$ cat src/rtl/imm_extend_pipe_if.sv
// Handshake bundle for imm_extend_pipe: the upstream immediate stream and the
// downstream extended stream, with the pipe on the slave modport.
interface imm_extend_pipe_if #(
  parameter int N     = 16,
  parameter int M     = 32,
  parameter int TAG_W = 5
);
  // Both streams: a beat transfers on a rising clk edge where valid and ready
  // are both high. The payload is only meaningful while valid is high. Once
  // raised, out_valid and its payload hold until accepted. in_valid may drop
  // at any time.
  logic             in_valid;
  logic             in_ready;
  logic [N-1:0]     in_imm;
  logic [1:0]       in_mode;
  logic [TAG_W-1:0] in_tag;
  logic             out_valid;
  logic             out_ready;
  logic [M-1:0]     out_data;
  logic [TAG_W-1:0] out_tag;

  modport slave (
    input  in_valid, in_imm, in_mode, in_tag, out_ready,
    output in_ready, out_valid, out_data, out_tag
  );

  modport master (
    output in_valid, in_imm, in_mode, in_tag, out_ready,
    input  in_ready, out_valid, out_data, out_tag
  );
endinterface

$ cat src/rtl/imm_extend_pipe.sv
// Pipelined immediate extender feeding a 2-entry FIFO. Values are stored
// already extended. Define IMMEXT_STATS_EN to add push and stall counters.
module imm_extend_pipe #(
  parameter int N     = 16,
  parameter int M     = 32,
  parameter int TAG_W = 5
) (
  input  logic              clk,
  input  logic              rst_n,
  input  logic              flush,
  imm_extend_pipe_if.slave  bus
`ifdef IMMEXT_STATS_EN
  ,
  output logic [15:0]       stat_push_cnt,
  output logic [15:0]       stat_stall_cnt
`endif
);

  if (M <= N + 2) begin : g_bad_params
    $error("imm_extend_pipe: M must be greater than N+2");
  end

  logic [M-1:0]     data_q [2];
  logic [TAG_W-1:0] tag_q  [2];
  logic             rd_ptr;
  logic             wr_ptr;
  logic [1:0]       count;
  logic [M-1:0]     ext;
  logic             push;
  logic             pop;

  always_comb begin
    ext = '0;
    case (bus.in_mode)
      2'b00:   ext = {{(M-N){bus.in_imm[N-1]}}, bus.in_imm};
      2'b01:   ext = {{(M-N){1'b0}}, bus.in_imm};
      2'b10:   ext = {bus.in_imm, {(M-N){1'b0}}};
      default: ext = {{(M-N-2){bus.in_imm[N-1]}}, bus.in_imm, 2'b00};
    endcase
  end

  // Both handshake outputs come from registered count only.
  assign bus.in_ready  = (count != 2'd2);
  assign bus.out_valid = (count != 2'd0);
  assign bus.out_data  = data_q[rd_ptr];
  assign bus.out_tag   = tag_q[rd_ptr];

  assign push = bus.in_valid & bus.in_ready;
  assign pop  = bus.out_valid & bus.out_ready;

  always_ff @(posedge clk or negedge rst_n) begin
    if (!rst_n) begin
      count  <= 2'd0;
      rd_ptr <= 1'b0;
      wr_ptr <= 1'b0;
      for (int i = 0; i < 2; i++) begin
        data_q[i] <= '0;
        tag_q[i]  <= '0;
      end
    end else if (flush) begin
      count  <= 2'd0;
      rd_ptr <= 1'b0;
      wr_ptr <= 1'b0;
    end else begin
      if (push) begin
        data_q[wr_ptr] <= ext;
        tag_q[wr_ptr]  <= bus.in_tag;
        wr_ptr         <= ~wr_ptr;
      end
      if (pop) begin
        rd_ptr <= ~rd_ptr;
      end
      case ({push, pop})
        2'b10:   count <= count + 2'd1;
        2'b01:   count <= count - 2'd1;
        default: count <= count;
      endcase
    end
  end

`ifdef IMMEXT_STATS_EN
  logic [15:0] push_cnt_q;
  logic [15:0] stall_cnt_q;

  always_ff @(posedge clk or negedge rst_n) begin
    if (!rst_n) begin
      push_cnt_q  <= 16'd0;
      stall_cnt_q <= 16'd0;
    end else if (flush) begin
      push_cnt_q  <= 16'd0;
      stall_cnt_q <= 16'd0;
    end else begin
      if (push && (push_cnt_q != 16'hFFFF)) begin
        push_cnt_q <= push_cnt_q + 16'd1;
      end
      if (bus.out_valid && !bus.out_ready && (stall_cnt_q != 16'hFFFF)) begin
        stall_cnt_q <= stall_cnt_q + 16'd1;
      end
    end
  end

  assign stat_push_cnt  = push_cnt_q;
  assign stat_stall_cnt = stall_cnt_q;
`else
  // Statistics counters are absent from this build.
`endif

endmodule

$ cat src/flat_wrapper.sv
// flat-port wrapper written by rule: the top's interface ports become plain ports
module imm_extend_pipe_flat 
#(
  parameter int N     = 16,
  parameter int M     = 32,
  parameter int TAG_W = 5
)
  (clk, rst_n, flush, bus_in_valid, bus_in_imm, bus_in_mode, bus_in_tag, bus_out_ready, bus_in_ready, bus_out_valid, bus_out_data, bus_out_tag);
  imm_extend_pipe_if #(.N(N), .M(M), .TAG_W(TAG_W)) bus_i ();
  input  logic clk;
  input  logic rst_n;
  input  logic flush;
  input wire logic [$bits(bus_i.in_valid)-1:0] bus_in_valid;
  input wire logic [$bits(bus_i.in_imm)-1:0] bus_in_imm;
  input wire logic [$bits(bus_i.in_mode)-1:0] bus_in_mode;
  input wire logic [$bits(bus_i.in_tag)-1:0] bus_in_tag;
  input wire logic [$bits(bus_i.out_ready)-1:0] bus_out_ready;
  output wire logic [$bits(bus_i.in_ready)-1:0] bus_in_ready;
  output wire logic [$bits(bus_i.out_valid)-1:0] bus_out_valid;
  output wire logic [$bits(bus_i.out_data)-1:0] bus_out_data;
  output wire logic [$bits(bus_i.out_tag)-1:0] bus_out_tag;
  assign bus_i.in_valid = bus_in_valid;
  assign bus_i.in_imm = bus_in_imm;
  assign bus_i.in_mode = bus_in_mode;
  assign bus_i.in_tag = bus_in_tag;
  assign bus_i.out_ready = bus_out_ready;
  assign bus_in_ready = bus_i.in_ready;
  assign bus_out_valid = bus_i.out_valid;
  assign bus_out_data = bus_i.out_data;
  assign bus_out_tag = bus_i.out_tag;
  imm_extend_pipe #(.N(N), .M(M), .TAG_W(TAG_W)) u_core (.clk(clk), .rst_n(rst_n), .flush(flush), .bus(bus_i));
endmodule
$ cat config.mk
export PLATFORM = sky130hd
export DESIGN_NAME = imm_extend_pipe_flat
export DESIGN_NICKNAME = d
export VERILOG_FILES = /design/src/rtl/imm_extend_pipe_if.sv /design/src/rtl/imm_extend_pipe.sv /design/src/flat_wrapper.sv
export SDC_FILE = /design/constraint.sdc
export NUM_CORES = 1
export LEC_CHECK = 0
export BUFFER_PORTS_ARGS = -buffer_cell sky130_fd_sc_hd__buf_2
export CAP_MARGIN = 20
export CORE_ASPECT_RATIO = 0.8
export CORE_MARGIN = 1.5
export CORE_UTILIZATION = 52
export CTS_BUF_LIST = sky130_fd_sc_hd__clkbuf_4 sky130_fd_sc_hd__clkbuf_8
export DETAILED_ROUTE_END_ITERATION = 8
export GPL_TIMING_DRIVEN = 0
export PLACE_DENSITY = 0.84
export RECOVER_POWER = 50
export SYNTH_ARGS = -nofsm -noshare
export SYNTH_HDL_FRONTEND = slang
export SYNTH_SLANG_ARGS = --single-unit
$ cat constraint.sdc
create_clock -name clk -period 1.9 [get_ports clk]
set_clock_uncertainty 0.05 [all_clocks]
set_input_delay 0.285 -clock clk [delete_from_list [all_inputs] [get_ports clk]]
set_output_delay 0.285 -clock clk [all_outputs]
set_load 0.02 [all_outputs]
==> results, run 1 <==
- Entering global routing, the biggest net connects 75 pins.
- By area, the combinational part of the netlist is dominated by multiplexers.
- The repair_antennas step left the layout with diodes totalling 0.
- The number of search-and-repair iterations in the first detailed-routing pass is 4.
- The mux cell area share after synthesis is 36.3%.
- The final-layout fill cell count is 483.
- By count the netlist is led by sky130_fd_sc_hd__mux2_2 (107), sky130_fd_sc_hd__dfrtp_1 (78), sky130_fd_sc_hd__o21ai_0 (19).
- The final hold violation count is 0.
- The routing usage on met2 is 41.7%.
- The clock tree from TritonCTS is done.
- Counting flops and latches in the post-synthesis netlist gives 78.
- In the post-synthesis netlist, the biggest area contributors are sky130_fd_sc_hd__dfrtp_1 (51%), sky130_fd_sc_hd__mux2_2 (31%), sky130_fd_sc_hd__mux2i_1 (4.7%).
- In this run the tightest slew margin relative to its limit is 61.8%.
- The die area is 7920 µm².
- The sum of net half-perimeters after detailed placement is 5920 µm.
- The synthesized design spends more area on one cell type than any other, namely sky130_fd_sc_hd__dfrtp_1.
- The floorplan has 27 rows.
- At the worst endpoint, the arrival time is 1.54 ns.
- The number of buffer cells added on primary ports is 64.
- The portion of the post-synthesis area used by sequential elements is 50.8%.
- The highest clock rate is 534 MHz.
- The global placement routability congestion is 0.954.
- Data on the critical path is required at its endpoint by 1.56 ns.
- The final-report setup violation count is 0.
- The first global-routing pass estimated 14200 µm of wire.
- The clock insertion delay at the later pin of the skew report is 0.36 ns.
- For this design the top-level I/O count stands at 67.
- The count of synthesis-stage warnings from yosys is 0.
- The share of the cycle needed by the critical path after routing is 98.6%.
- The peak ir drop on the vdd network is 0.599 mV.
- The most utilized layer in the global route result is met2.
- The synthesized netlist devotes 0% of its cell area to adder and majority cells.
- The worst path needs 1.87 ns of the cycle, external delays included.
- The setup total negative slack is 0 ns.
- Across every metal layer, demand over resource in global routing totals 24.1%.
- The net count of the mapped netlist is 313.
- STA classifies the critical path startpoint as a flop.
- The area used by multi-input combinational logic is 1830 µm².
- The maximum net fanout on the critical path is 4.
- The most used standard cell by instance count after synthesis is sky130_fd_sc_hd__mux2_2.
- The xor-xnor portion of the synthesized cell area is 0.228%.
- The static power due to leakage is 2.28 nW.
- In this run, distinct cell masters in the synthesized netlist total 27.
- The maximum level of the CTS H-tree is 3.
- The area share of and/or/nand/nor cells after synthesis is 2.80%.
- The area growth from synthesis to layout is 25.1%.
- The average instance in the mapped netlist occupies 13.5 µm².
- The die width is 99.1 µm.
- The total routed wirelength is 8800 µm.
- The run finished with clean final reports.
- The clock transition time at the flip-flop clock pins of the worst setup and hold paths is 0.08 ns.
- In the synthesized netlist the async set-or-reset flop fraction comes to 100%.
- Detailed routing inserted a total of 2607 vias.
- For this run, the leading register cell type out of synthesis is sky130_fd_sc_hd__dfrtp_1.
- The number of DRC violations after detailed-routing iteration 0 is 169.
- After detailed routing, the number of vias per cell comes to 5.67.
- Counting along the longest clock path gives a buffer depth of 2.
- The number of nets in the final layout is 398.
- The smallest hold slack is 0.119 ns.
- The number of enable-type register cells in the synthesized netlist is 0.
- The met3 usage in global routing is 6.22%.
- The clock net in this run drives a total of 78 sinks.
- The met1 layer usage reported by global route is 29.9%.
- The effective utilization at floorplan is 54.7%.
- After global routing the overflow that remains totals 0.
- Summing every instance area after synthesis gives 3840 µm².
- The top-area cell type share of the netlist area is 50.8%.
- The synthesized netlist devotes 6.58% of its cell area to compound gates.
- The final-report max-slew violation count came to 0.
- The initial antenna violation count came to 0.
- From bottom edge to top edge, the die measures 79.9 µm.
- After floorplanning, the core was sized to cover 7030 µm².
- The remaining number of nets flagged by the antenna check after routing is 0.
- In the final layout, flip-flops and latches occupy 1950 µm².
- For this run, design rule violations remaining after detail routing come to 0.
- Setup repair after global routing could not meet its margin everywhere.
- The critical path endpoint category is a primary output.
- Cells with a size suffix above 1 make up 57.1% of the layout.
- The power density normalized to cell area is 1060 nW/µm².
- The path type of the worst min-delay path is in -> reg.
- The average wire length per cell after detail routing is 19.1 µm.
- The clock root buffer is sky130_fd_sc_hd__clkbuf_8.
- For the pin with the worst max-slew slack, the measured transition is 0.573 ns.
- The via count of the first global-routing pass is 2742.
- The number of CTS-inserted buffers is 9.
- The number of max-cap violations is 0.
- The gate count of the mapped netlist is 285.
- The type of the worst setup path is reg -> out.
[final timing paths]
path / cells after the start / start / slack, ns / endpoint
setup / recovery: 4 / u_core.rd_ptr / 0.03 / bus_out_data[26]
hold / removal: 2 / bus_in_tag[1] / 0.12 / u_core.tag_q[6]
setup reg to reg: 5 / u_core.count[1] / 0.05 / u_core.data_q[53]
hold reg to reg: 1 / u_core.tag_q[7] / 0.45 / u_core.tag_q[7]
max in group asynchronous: 3 / rst_n / 0.82 / u_core.data_q[54]
min in group asynchronous: 2 / rst_n / 0.29 / u_core.data_q[19]
[routing by layer]
layer / up-vias / wire [µm]
met5: - / 0
met1: 1304 / 3850
met4: 0 / 158
met3: 17 / 482
met2: 80 / 4320
li1: 1206 / -
[critical path, stage by stage, from the launching register on]
cell and delay [ns]:
sky130_fd_sc_hd__dfrtp_1 0.42, sky130_fd_sc_hd__buf_6 0.16, sky130_fd_sc_hd__buf_6 0.12, sky130_fd_sc_hd__mux2_2 0.34, sky130_fd_sc_hd__buf_6 0.13
[stage by stage]
step / instance area, µm² / cells / util, % / power, mW / setup slack (ns)
after floorplan: 3840 / 285 / - / 3.24 / 0.0331
after global placement: 4270 / 436 / 60.8 / 3.60 / -0.444
after detailed placement: 4300 / 437 / 61.2 / 3.69 / -0.451
after CTS: 4700 / 461 / 67.0 / 4.98 / -0.178
after global routing: 4810 / 460 / 68.4 / 5.36 / -0.0287
final: 4810 / 460 / 68.4 / 5.10 / 0.0260
[cell usage in the layout, fill, tap and decap left out]
cell type | netlist | layout
sky130_fd_sc_hd__or3_1 | 1 | 1
sky130_fd_sc_hd__nor2b_1 | 2 | 2
sky130_fd_sc_hd__nor3b_1 | 1 | 1
sky130_fd_sc_hd__buf_6 | 3 | 27
sky130_fd_sc_hd__o21ai_0 | 19 | 18
sky130_fd_sc_hd__dfrtp_1 | 78 | 76
sky130_fd_sc_hd__o211ai_1 | 1 | 1
sky130_fd_sc_hd__and2b_2 | 0 | 1
sky130_fd_sc_hd__a22o_1 | 14 | 14
sky130_fd_sc_hd__mux2_2 | 107 | 94
sky130_fd_sc_hd__dfrtp_2 | 0 | 2
sky130_fd_sc_hd__nand3_1 | 2 | 2
sky130_fd_sc_hd__nor4_4 | 1 | 1
sky130_fd_sc_hd__mux2_4 | 0 | 13
sky130_fd_sc_hd__nand2_2 | 0 | 1
sky130_fd_sc_hd__clkbuf_8 | 0 | 9
sky130_fd_sc_hd__and2_0 | 1 | 1
sky130_fd_sc_hd__o21ai_4 | 0 | 1
sky130_fd_sc_hd__buf_16 | 0 | 2
sky130_fd_sc_hd__nand3b_1 | 1 | 1
sky130_fd_sc_hd__buf_1 | 2 | 1
sky130_fd_sc_hd__dlygate4sd3_1 | 0 | 1
sky130_fd_sc_hd__nor2_1 | 1 | 1
sky130_fd_sc_hd__mux2_1 | 1 | 1
sky130_fd_sc_hd__buf_4 | 0 | 6
sky130_fd_sc_hd__buf_2 | 5 | 47
sky130_fd_sc_hd__a21oi_1 | 4 | 4
sky130_fd_sc_hd__buf_8 | 0 | 1
sky130_fd_sc_hd__clkinv_2 | 0 | 3
sky130_fd_sc_hd__clkinvlp_4 | 0 | 1
sky130_fd_sc_hd__a21o_1 | 1 | 1
sky130_fd_sc_hd__clkbuf_1 | 10 | 8
sky130_fd_sc_hd__buf_12 | 0 | 1
sky130_fd_sc_hd__bufinv_16 | 0 | 1
sky130_fd_sc_hd__mux2i_1 | 18 | 18
sky130_fd_sc_hd__inv_1 | 6 | 6
sky130_fd_sc_hd__or2_2 | 2 | 2
sky130_fd_sc_hd__xor2_1 | 1 | 1
sky130_fd_sc_hd__nand4b_1 | 1 | 1
[timing repair]
item                                    CTS  global route
hold buffers                              1             0
endpoints found under the setup margin  103            88
resized for setup                        34            48
hold endpoints to repair                 78             0
pin swaps                                 2             0
setup buffers                             8             2
cloned                                    1             0
[sequential cells by signal, indices dropped and copies added, names as in the netlist]
register / count
u_core.tag_q: 10
u_core.rd_ptr: 1
u_core.wr_ptr: 1
u_core.count: 2
u_core.data_q: 64
[report_power, final]
part / total (mW) / switching (mW) / internal, mW
Sequential: 2.27 / 0.210 / 2.06
Clock: 1.17 / 0.588 / 0.585
Combinational: 1.66 / 0.758 / 0.900
[cell type report]
class	instances	share of cell area, %
clock inverter	5	1.09
multi-input combinational	181	38.0
clock buffer	9	2.58
tap	87	2.26
timing repair buffer	77	12.5
buffer	17	2.45
inverter	6	0.468
sequential	78	40.6
[cells by family (layout without fill, tap and decap cells)]
kind of cell | Yosys count | count (layout)
buffers and inverters | 26 | 114
AO/OA/AOI/OAI | 39 | 39
multiplexers | 126 | 126
XOR/XNOR | 1 | 1
AND/OR/NAND/NOR | 15 | 15
flip-flops | 78 | 78
No activity file was read; power rests on OpenSTA's default activity.
==> inputs of run 2 (changes only) <==
--- a/config.mk
+++ b/config.mk
@@ -13,7 +13,7 @@
 export CTS_BUF_LIST = sky130_fd_sc_hd__clkbuf_4 sky130_fd_sc_hd__clkbuf_8
 export DETAILED_ROUTE_END_ITERATION = 8
 export GPL_TIMING_DRIVEN = 0
-export PLACE_DENSITY = 0.84
+export PLACE_DENSITY = 0.82
 export RECOVER_POWER = 50
 export SYNTH_ARGS = -nofsm -noshare
 export SYNTH_HDL_FRONTEND = slang
==> run 2 against run 1 <==
Sequential cell count stayed put. Global-route usage is 1.6 points lower. Non-clock buffer count is 1 higher. Combinational power is 4% lower. Highest routed layer unchanged. Die area stayed put. Critical endpoint is now bus_out_data[24]. Sequential share of layout area is 0.52 points higher. Hold slack better by 0.019 ns. Via count hardly changed.
==> results, run 2 (same netlist as run 1, synthesis figures left out) <==
- The library cell used most frequently in the layout, excluding fill and tap cells, is sky130_fd_sc_hd__mux2_2.
- The initial antenna violation count is 0 (unchanged).
- The remaining design rule violation count was 0 (unchanged).
- The global placement routability congestion is 0.918 (-3.7%).
- The worst-case clock buffer depth is 2 (unchanged).
- The maximum number of pins on one net before global-route repair is 72 (-4.0%).
- The number of DRC violations after detailed-routing iteration 0 is 145 (-14%).
- The highest clock rate is 536 MHz (+0.45%).
- The critical hold path startpoint is bus_in_tag[2].
- The global routing usage summed across all routing layers came to 22.5% (-1.6 points).
- The total instance count after detailed placement came to 437 (unchanged).
- The via count of the routed design is 2606 (-0.038%).
- The via count of the first global-routing pass is 2724 (-0.66%).
- The switching power total was 1.49 mW (-4.2%).
- The type of origin of the critical path is a flop.
- The number of inserted diodes was 0 (unchanged).
- The transition time at the pin with the least slew margin is 0.873 ns (+0.300 ns).
- The die width is 99.1 µm (unchanged).
- The first-pass GRT wire length came to 13500 µm (-4.7%).
- The data required time at the worst endpoint is 1.56 ns (about the same).
- The flow ran to the end, and the final reports show no timing, DRC or antenna violations.
- The global-route congestion overflow total is 0 (unchanged).
- Ranked by flip-flop count, first place goes to u_core.data_q.
- The worst slew slack as a fraction of its limit is 41.8% (-20 points).
- The peak ir drop on the vdd network is 0.783 mV (+31%).
- The worst register-to-register path begins at u_core.count[0].
- The overall power consumption was 5.03 mW (-1.3%).
- The number of CTS-inserted buffers came to 9 (unchanged).
- The setup total negative slack is 0 ns (unchanged).
- The met1 layer usage reported by global route is 28.3% (-1.6 points).
- The relative contribution of combinational cells to total power came to 31.7% (-0.8 points).
- The arrival time of data at the critical path endpoint is 1.53 ns (about the same).
- The sum of net half-perimeters after detailed placement is 5780 µm (-2.3%).
- The startpoint of the worst setup timing path is u_core.rd_ptr.
- The area growth from synthesis to layout is 23.4%.
- TritonCTS built the clock tree.
- The maximum net fanout on the critical path is 7 (+3).
- The total routed wirelength came to 8580 µm (-2.6%).
- The final-layout fill cell count is 503 (+4.1%).
- The average wire length per cell after detail routing came to 18.6 µm (-2.8%).
- The worst-case reg-to-reg path depth is 6 (+1).
- The portion of total power attributed to the clock network is 23.6% (+0.6 points).
- The number of nets in the final layout was 399 (+0.25%).
- The post-route non-filler standard cell count was 461 (+0.22%).
- The critical path endpoint category is a primary output.
- The remaining number of nets flagged by the antenna check after routing is 0 (unchanged).
- Setup repair after global routing could not meet its margin everywhere.
- The vertical die dimension is 79.9 µm (unchanged).
- The fraction of the core area covered by cells at the end of the flow is 67.5% (-0.94 points).
- The routed via count divided by cell count is 5.65 (-0.26%).
- The flip-flop count of the largest register after layout is 64 (unchanged).
- The slack of the worst reg-to-reg path was 0.05 ns (about the same).
- The power density normalized to cell area is 1060 nW/µm² (about the same).
- The static power due to leakage is 2.26 nW (-1.3%).
- The clock sink total is 78 (unchanged).
- The share of cells above drive strength 1 was 56.4% (-0.69 points).
- The number of max-cap violations is 0 (unchanged).
- The met3 usage in global routing is 6.30% (+0.088 points).
- The effective utilization at floorplan came to 54.7% (unchanged).
- The largest registers in the layout are u_core.data_q x64, u_core.tag_q x10, u_core.count x2.
- The routing usage on met2 is 38.6% (-3.1 points).
- The type of the worst setup path is reg -> out.
- The final-report max-slew violation count was 0 (unchanged).
- The number of buffer cells added on primary ports is 64 (unchanged).
- The share of the cycle needed by the critical path after routing was 98.2% (-0.44 points).
- The final hold violation count came to 0 (unchanged).
- The clock transition time at the flip-flop clock pins of the worst setup and hold paths was 0.07 ns (about the same).
- The final period demand of the worst path is 1.87 ns (-0.00844 ns).
- The storage element area is 1950 µm² (-0.13%).
- The most utilized layer in the global route result is met2.
- The die area is 7920 µm² (unchanged).
- The top-level port count is 67 (unchanged).
- In this run the critical register-to-register path is captured at u_core.data_q[30].
- The maximum level of the CTS H-tree was 3 (unchanged).
- The core area is 7030 µm² (unchanged).
- The internal power component was 3.54 mW (about the same).
- The count of standard-cell rows was 27 (unchanged).
- The clock insertion delay at the later pin of the skew report was 0.34 ns (-0.02 ns).
- The smallest hold slack is 0.138 ns (+0.0190 ns).
- In the layout the commonest cells are sky130_fd_sc_hd__mux2_2 (104), sky130_fd_sc_hd__dfrtp_1 (78), sky130_fd_sc_hd__buf_2 (49).
- The final-report setup violation count is 0 (unchanged).
- The fraction of power spent switching nets was 29.6% (-0.91 points).
- The area used by multi-input combinational logic came to 1780 µm² (-2.6%).
- CTS placed an instance of sky130_fd_sc_hd__clkbuf_8 at the clock tree root.
- The path type of the worst min-delay path is in -> reg.
- The critical path ends at bus_out_data[24].
- The sequential group share of total power was 44.7% (+0.2 points).
- The number of search-and-repair iterations in the first detailed-routing pass was 4 (unchanged).
run 2: cell count changes in the layout (fill, tap and decap cells not counted), moves of 3 or more:
cell / previous run / this run
sky130_fd_sc_hd__mux2_4: 13 / 3
sky130_fd_sc_hd__mux2_2: 94 / 104
sky130_fd_sc_hd__buf_6: 27 / 18
sky130_fd_sc_hd__clkbuf_4: 0 / 3
sky130_fd_sc_hd__buf_4: 6 / 12
run 2: worst min-delay path by stage:
stage | to | slack [ns] | cells after the start
global placement | u_core.data_q[52] | 0.42 | 1
detailed placement | u_core.data_q[12] | 0.07 | 1
CTS | u_core.tag_q[7] | 0.12 | 2
finish | u_core.tag_q[7] | 0.14 | 2
global route | u_core.tag_q[7] | 0.13 | 2
floorplan | u_core.count[0] | -0.06 | 0
run 2: cell type report:
class                   count  share of cell area, %
plain buffers              19                   2.98
clock buffers              12                   3.09
clock inverters             2                  0.739
inverters                   6                  0.475
multi-input cells         181                   37.6
flip-flops and latches     78                   41.2
well taps                  87                   2.29
repair buffers             76                   11.7
run 2: power groups by stage:
stage / Clock [mW] / Sequential (mW) / Combinational (mW)
2_1_floorplan: 0 / 2.21 / 1.03
3_3_place_gp: 0 / 2.24 / 1.36
3_5_place_dp: 0 / 2.27 / 1.40
4_1_cts: 1.20 / 2.24 / 1.45
5_1_grt: 1.26 / 2.30 / 1.72
6_report: 1.19 / 2.25 / 1.60
run 2: critical path, cell delays in order (launching register included):
cell and delay, ns:
sky130_fd_sc_hd__dfrtp_1 0.42, sky130_fd_sc_hd__buf_8 0.15, sky130_fd_sc_hd__buf_12 0.12, sky130_fd_sc_hd__mux2_2 0.35, sky130_fd_sc_hd__buf_6 0.14
run 2: layer usage:
metal,part of all wire (%),routed length [µm]
met2,49,4180
met4,1.7,146
met1,45,3840
met3,4.8,414
met5,0,0
run 2: stage by stage:
stage	cell area [µm²]	setup slack, ns
3_5_place_dp	4300	-0.462
3_3_place_gp	4270	-0.429
5_1_grt	4740	-0.0423
6_report	4740	0.0344
4_1_cts	4580	-0.236
2_1_floorplan	3840	0.0331
run 2: repair_timing:
action / in CTS / in global routing
resized for setup: 17 / 46
setup endpoints to repair: 104 / 80
setup buffers: 4 / 5
pin swaps: 1 / 0
endpoints found under the hold margin: 60 / 0
hold buffers: 1 / 0
cloned: 0 / 1
==> inputs of run 3 (changes only) <==
--- a/config.mk
+++ b/config.mk
@@ -9,11 +9,11 @@
 export CAP_MARGIN = 20
 export CORE_ASPECT_RATIO = 0.8
 export CORE_MARGIN = 1.5
-export CORE_UTILIZATION = 52
+export CORE_UTILIZATION = 30
 export CTS_BUF_LIST = sky130_fd_sc_hd__clkbuf_4 sky130_fd_sc_hd__clkbuf_8
 export DETAILED_ROUTE_END_ITERATION = 8
 export GPL_TIMING_DRIVEN = 0
-export PLACE_DENSITY = 0.82
+export PLACE_DENSITY = 0.54
 export RECOVER_POWER = 50
 export SYNTH_ARGS = -nofsm -noshare
 export SYNTH_HDL_FRONTEND = slang
==> run 3 against run 2 <==
The run now ends with setup timing left. Total power about the same. Count of clock-buffer cells in the layout increased by 2. Largest cell class unchanged. Critical path type unchanged. First-iteration DRC count decreased by 39%. Largest power group unchanged. Sequential power about the same. Wire length increased by 6.9%. Global-route usage decreased by 7.8 points. Worst setup slack got worse by 0.11 ns.
==> results, run 3 (same netlist as run 1, synthesis figures left out) <==
- The smallest hold slack is 0.118 ns (-0.0193 ns).
- The run finished, with violations left.
- The transition time at the pin with the least slew margin is 0.943 ns (+0.0704 ns).
- The final-report setup violation count came to 10 (+10).
- The global-route congestion overflow total was 0 (unchanged).
- Setup repair after global routing could not meet its margin everywhere.
- In this run the clock root is driven by a sky130_fd_sc_hd__clkbuf_8.
- The fraction of the core area covered by cells at the end of the flow is 39.9% (-28 points).
- The remaining design rule violation count is 0 (unchanged).
- The count of standard-cell rows is 36 (+33%).
- The sum of net half-perimeters after detailed placement is 6520 µm (+13%).
- The data required time at the worst endpoint is 1.56 ns (about the same).
- The total routed wirelength is 9170 µm (+6.9%).
- The core area is 12300 µm² (+76%).
- The largest individual stage delay along the critical path comes from the cell sky130_fd_sc_hd__dfrtp_1.
- The type of the worst setup path is reg -> out.
- The worst hold path begins at bus_in_tag[2].
- The delay contributed by the slowest stage of the critical path was 0.40 ns (-0.02 ns).
- The number of CTS-inserted buffers is 9 (unchanged).
- The number of DRC violations after detailed-routing iteration 0 was 89 (-39%).
- The number of buffer cells added on primary ports is 64 (unchanged).
- The maximum number of pins on one net before global-route repair came to 63 (-13%).
- The average wire length per cell after detail routing is 16.8 µm (-9.9%).
- The static power due to leakage is 2.29 nW (+1.6%).
- The portion of total power attributed to the clock network came to 22.6% (-1.0 points).
- The area growth from synthesis to layout is 28.0%.
- The first-pass GRT wire length is 14700 µm (+8.6%).
- The final hold violation count was 0 (unchanged).
- The buffering stage count on the worst path with inverters included came to 4 (+1).
- The remaining number of nets flagged by the antenna check after routing is 0 (unchanged).
- The die width came to 130 µm (+31%).
- The number of search-and-repair iterations in the first detailed-routing pass is 4 (unchanged).
- The fraction of power spent switching nets came to 29.8% (+0.19 points).
- The standard cell area after detailed placement is 4410 µm² (+2.4%).
- The arrival time of data at the critical path endpoint is 1.64 ns (+0.11 ns).
- The worst hold path cell count is 2 (unchanged).
- The switching power total was 1.50 mW (+0.63%).
- The total instance count after detailed placement is 521 (+19%).
- In the layout the commonest cells are sky130_fd_sc_hd__mux2_2 (96), sky130_fd_sc_hd__dfrtp_1 (76), sky130_fd_sc_hd__buf_2 (48), sky130_fd_sc_hd__buf_6 (24).
- The die area is 13500 µm² (+71%).
- The worst-case reg-to-reg path depth is 6 (unchanged).
- The maximum level of the CTS H-tree is 3 (unchanged).
- The number of inserted diodes is 0 (unchanged).
- The initial antenna violation count was 0 (unchanged).
- The endpoint identified for the worst register-to-register timing path is u_core.data_q[18].
- The final period demand of the worst path was 1.98 ns (+0.111 ns).
- The slack of the worst reg-to-reg path is 0.07 ns (+0.02 ns).
- The launching point of the worst reg2reg path is u_core.count[0].
- For hold timing, the worst endpoint is u_core.tag_q[2].
- The startpoint of the worst setup timing path is u_core.rd_ptr.
- The number of max-cap violations is 0 (unchanged).
- The power density normalized to cell area is 1020 nW/µm² (-3.6%).
- The peak ir drop on the vdd network came to 0.684 mV (-13%).
- The clock transition time at the flip-flop clock pins of the worst setup and hold paths was 0.07 ns (about the same).
- The number of nets in the final layout came to 400 (+0.25%).
- The worst-case clock buffer depth is 2 (unchanged).
- The largest register by flop count is u_core.data_q.
- The global routing usage summed across all routing layers was 14.7% (-7.8 points).
- The largest registers in the layout are u_core.data_q x64, u_core.tag_q x10, u_core.count x2.
- The worst slew slack as a fraction of its limit is 37.1% (-4.7 points).
- The share of cells above drive strength 1 is 57.2% (+0.76 points).
- The setup total negative slack is -0.615 ns (-0.615 ns).
- The final-report max-slew violation count came to 0 (unchanged).
- The via count of the routed design is 2582 (-0.92%).
- The vertical die dimension is 104 µm (+30%).
- The leading cell type in the layout, fill and taps excluded is sky130_fd_sc_hd__mux2_2.
- Broken down by cell family, the worst path's largest delay share belongs to buffers and inverters.
- The share of the cycle needed by the critical path after routing is 104% (+5.8 points).
- The maximum net fanout on the critical path is 5 (-2).
- The overall power consumption is 5.03 mW (about the same).
- The highest clock rate came to 506 MHz (-5.6%).
- The via count of the first global-routing pass is 2700 (-0.88%).
- The slack of the critical path came to -0.0767 ns (-0.111 ns).
- The summed area of non-filler cells in the final layout is 4920 µm² (+3.7%).
- The checks that failed: setup timing.
- The worst setup path is launched from a flop.
- STA classifies the critical path endpoint as a primary output.
- The sequential group share of total power is 44.6% (about the same).
- The clock insertion delay at the later pin of the skew report was 0.36 ns (+0.02 ns).
- The worst-case setup slack after placement is -0.534 ns (-0.0717 ns).
- The top-level port count is 67 (unchanged).
- Traced cell by cell, the critical path runs through buf_6 > buf_12 > buf_12 > mux2_2 > buf_6.
- The effective utilization at floorplan is 31.1% (-24 points).
- The worst hold path belongs to the class in -> reg.
- The routed via count divided by cell count is 4.72 (-16%).
- The flip-flop count of the largest register after layout is 64 (unchanged).
- The global placement routability congestion is 0.824 (-10%).
- The relative contribution of combinational cells to total power is 32.8% (+1.1 points).
- The clock sink total came to 78 (unchanged).
- The clock tree from TritonCTS is done.
- The internal power component is 3.53 mW (-0.28%).
- The post-route non-filler standard cell count came to 547 (+19%).
[run 3: cell count changes in the layout (fill, tap and decap cells not counted), moves of 2 or more]
cell	previous run	this run
sky130_fd_sc_hd__mux2_2	104	96
sky130_fd_sc_hd__dfrtp_2	0	2
sky130_fd_sc_hd__buf_6	18	24
sky130_fd_sc_hd__clkbuf_8	9	11
sky130_fd_sc_hd__clkbuf_4	3	5
sky130_fd_sc_hd__dfrtp_1	78	76
sky130_fd_sc_hd__mux2_4	3	11
sky130_fd_sc_hd__buf_4	12	7
sky130_fd_sc_hd__buf_8	2	0
[run 3: worst max path at each step]
stage | slack (ns) | cells past startpoint | to
after floorplan | 0.03 | 6 | u_core.data_q[0]
after global placement | -0.55 | 4 | bus_out_data[20]
after detailed placement | -0.53 | 4 | bus_out_data[15]
after CTS | -0.19 | 6 | bus_out_data[15]
after global routing | -0.12 | 5 | bus_out_data[28]
final | -0.08 | 5 | bus_out_data[28]
[run 3: power by group through the flow]
stage	combinational, mW	clock (mW)	sequential, mW
2_1_floorplan	1.03	0	2.21
4_1_cts	1.65	1.19	2.24
6_report	1.65	1.14	2.24
5_1_grt	1.78	1.26	2.30
3_3_place_gp	1.39	0	2.24
3_5_place_dp	1.42	0	2.27
[run 3: what timing repair did]
item | CTS | global route
endpoints found under the setup margin | 104 | 96
hold endpoints to repair | 16 | 0
resized for setup | 56 | 17
pin swaps | 2 | 0
hold buffers | 1 | 0
cloned | 2 | 0
setup buffers | 9 | 1
[run 3: per-layer routing]
layer | up-vias | wire, µm | track usage (%)
li1 | 1208 | - | -
met1 | 1305 | 4270 | 19.5
met2 | 53 | 4330 | 22.6
met3 | 16 | 406 | 4.17
met4 | 0 | 161 | 5.48
met5 | - | 0 | 0
[run 3: area by class of cell]
type,count,area [µm²]
Fill cell,1214,7420
Sequential cell,78,1950
Multi-Input combinational cell,181,1820
Timing Repair Buffer,77,581
Tap cell,171,214
Clock buffer,14,174
Buffer,19,149
Inverter,6,22.5
Clock inverter,1,5.00
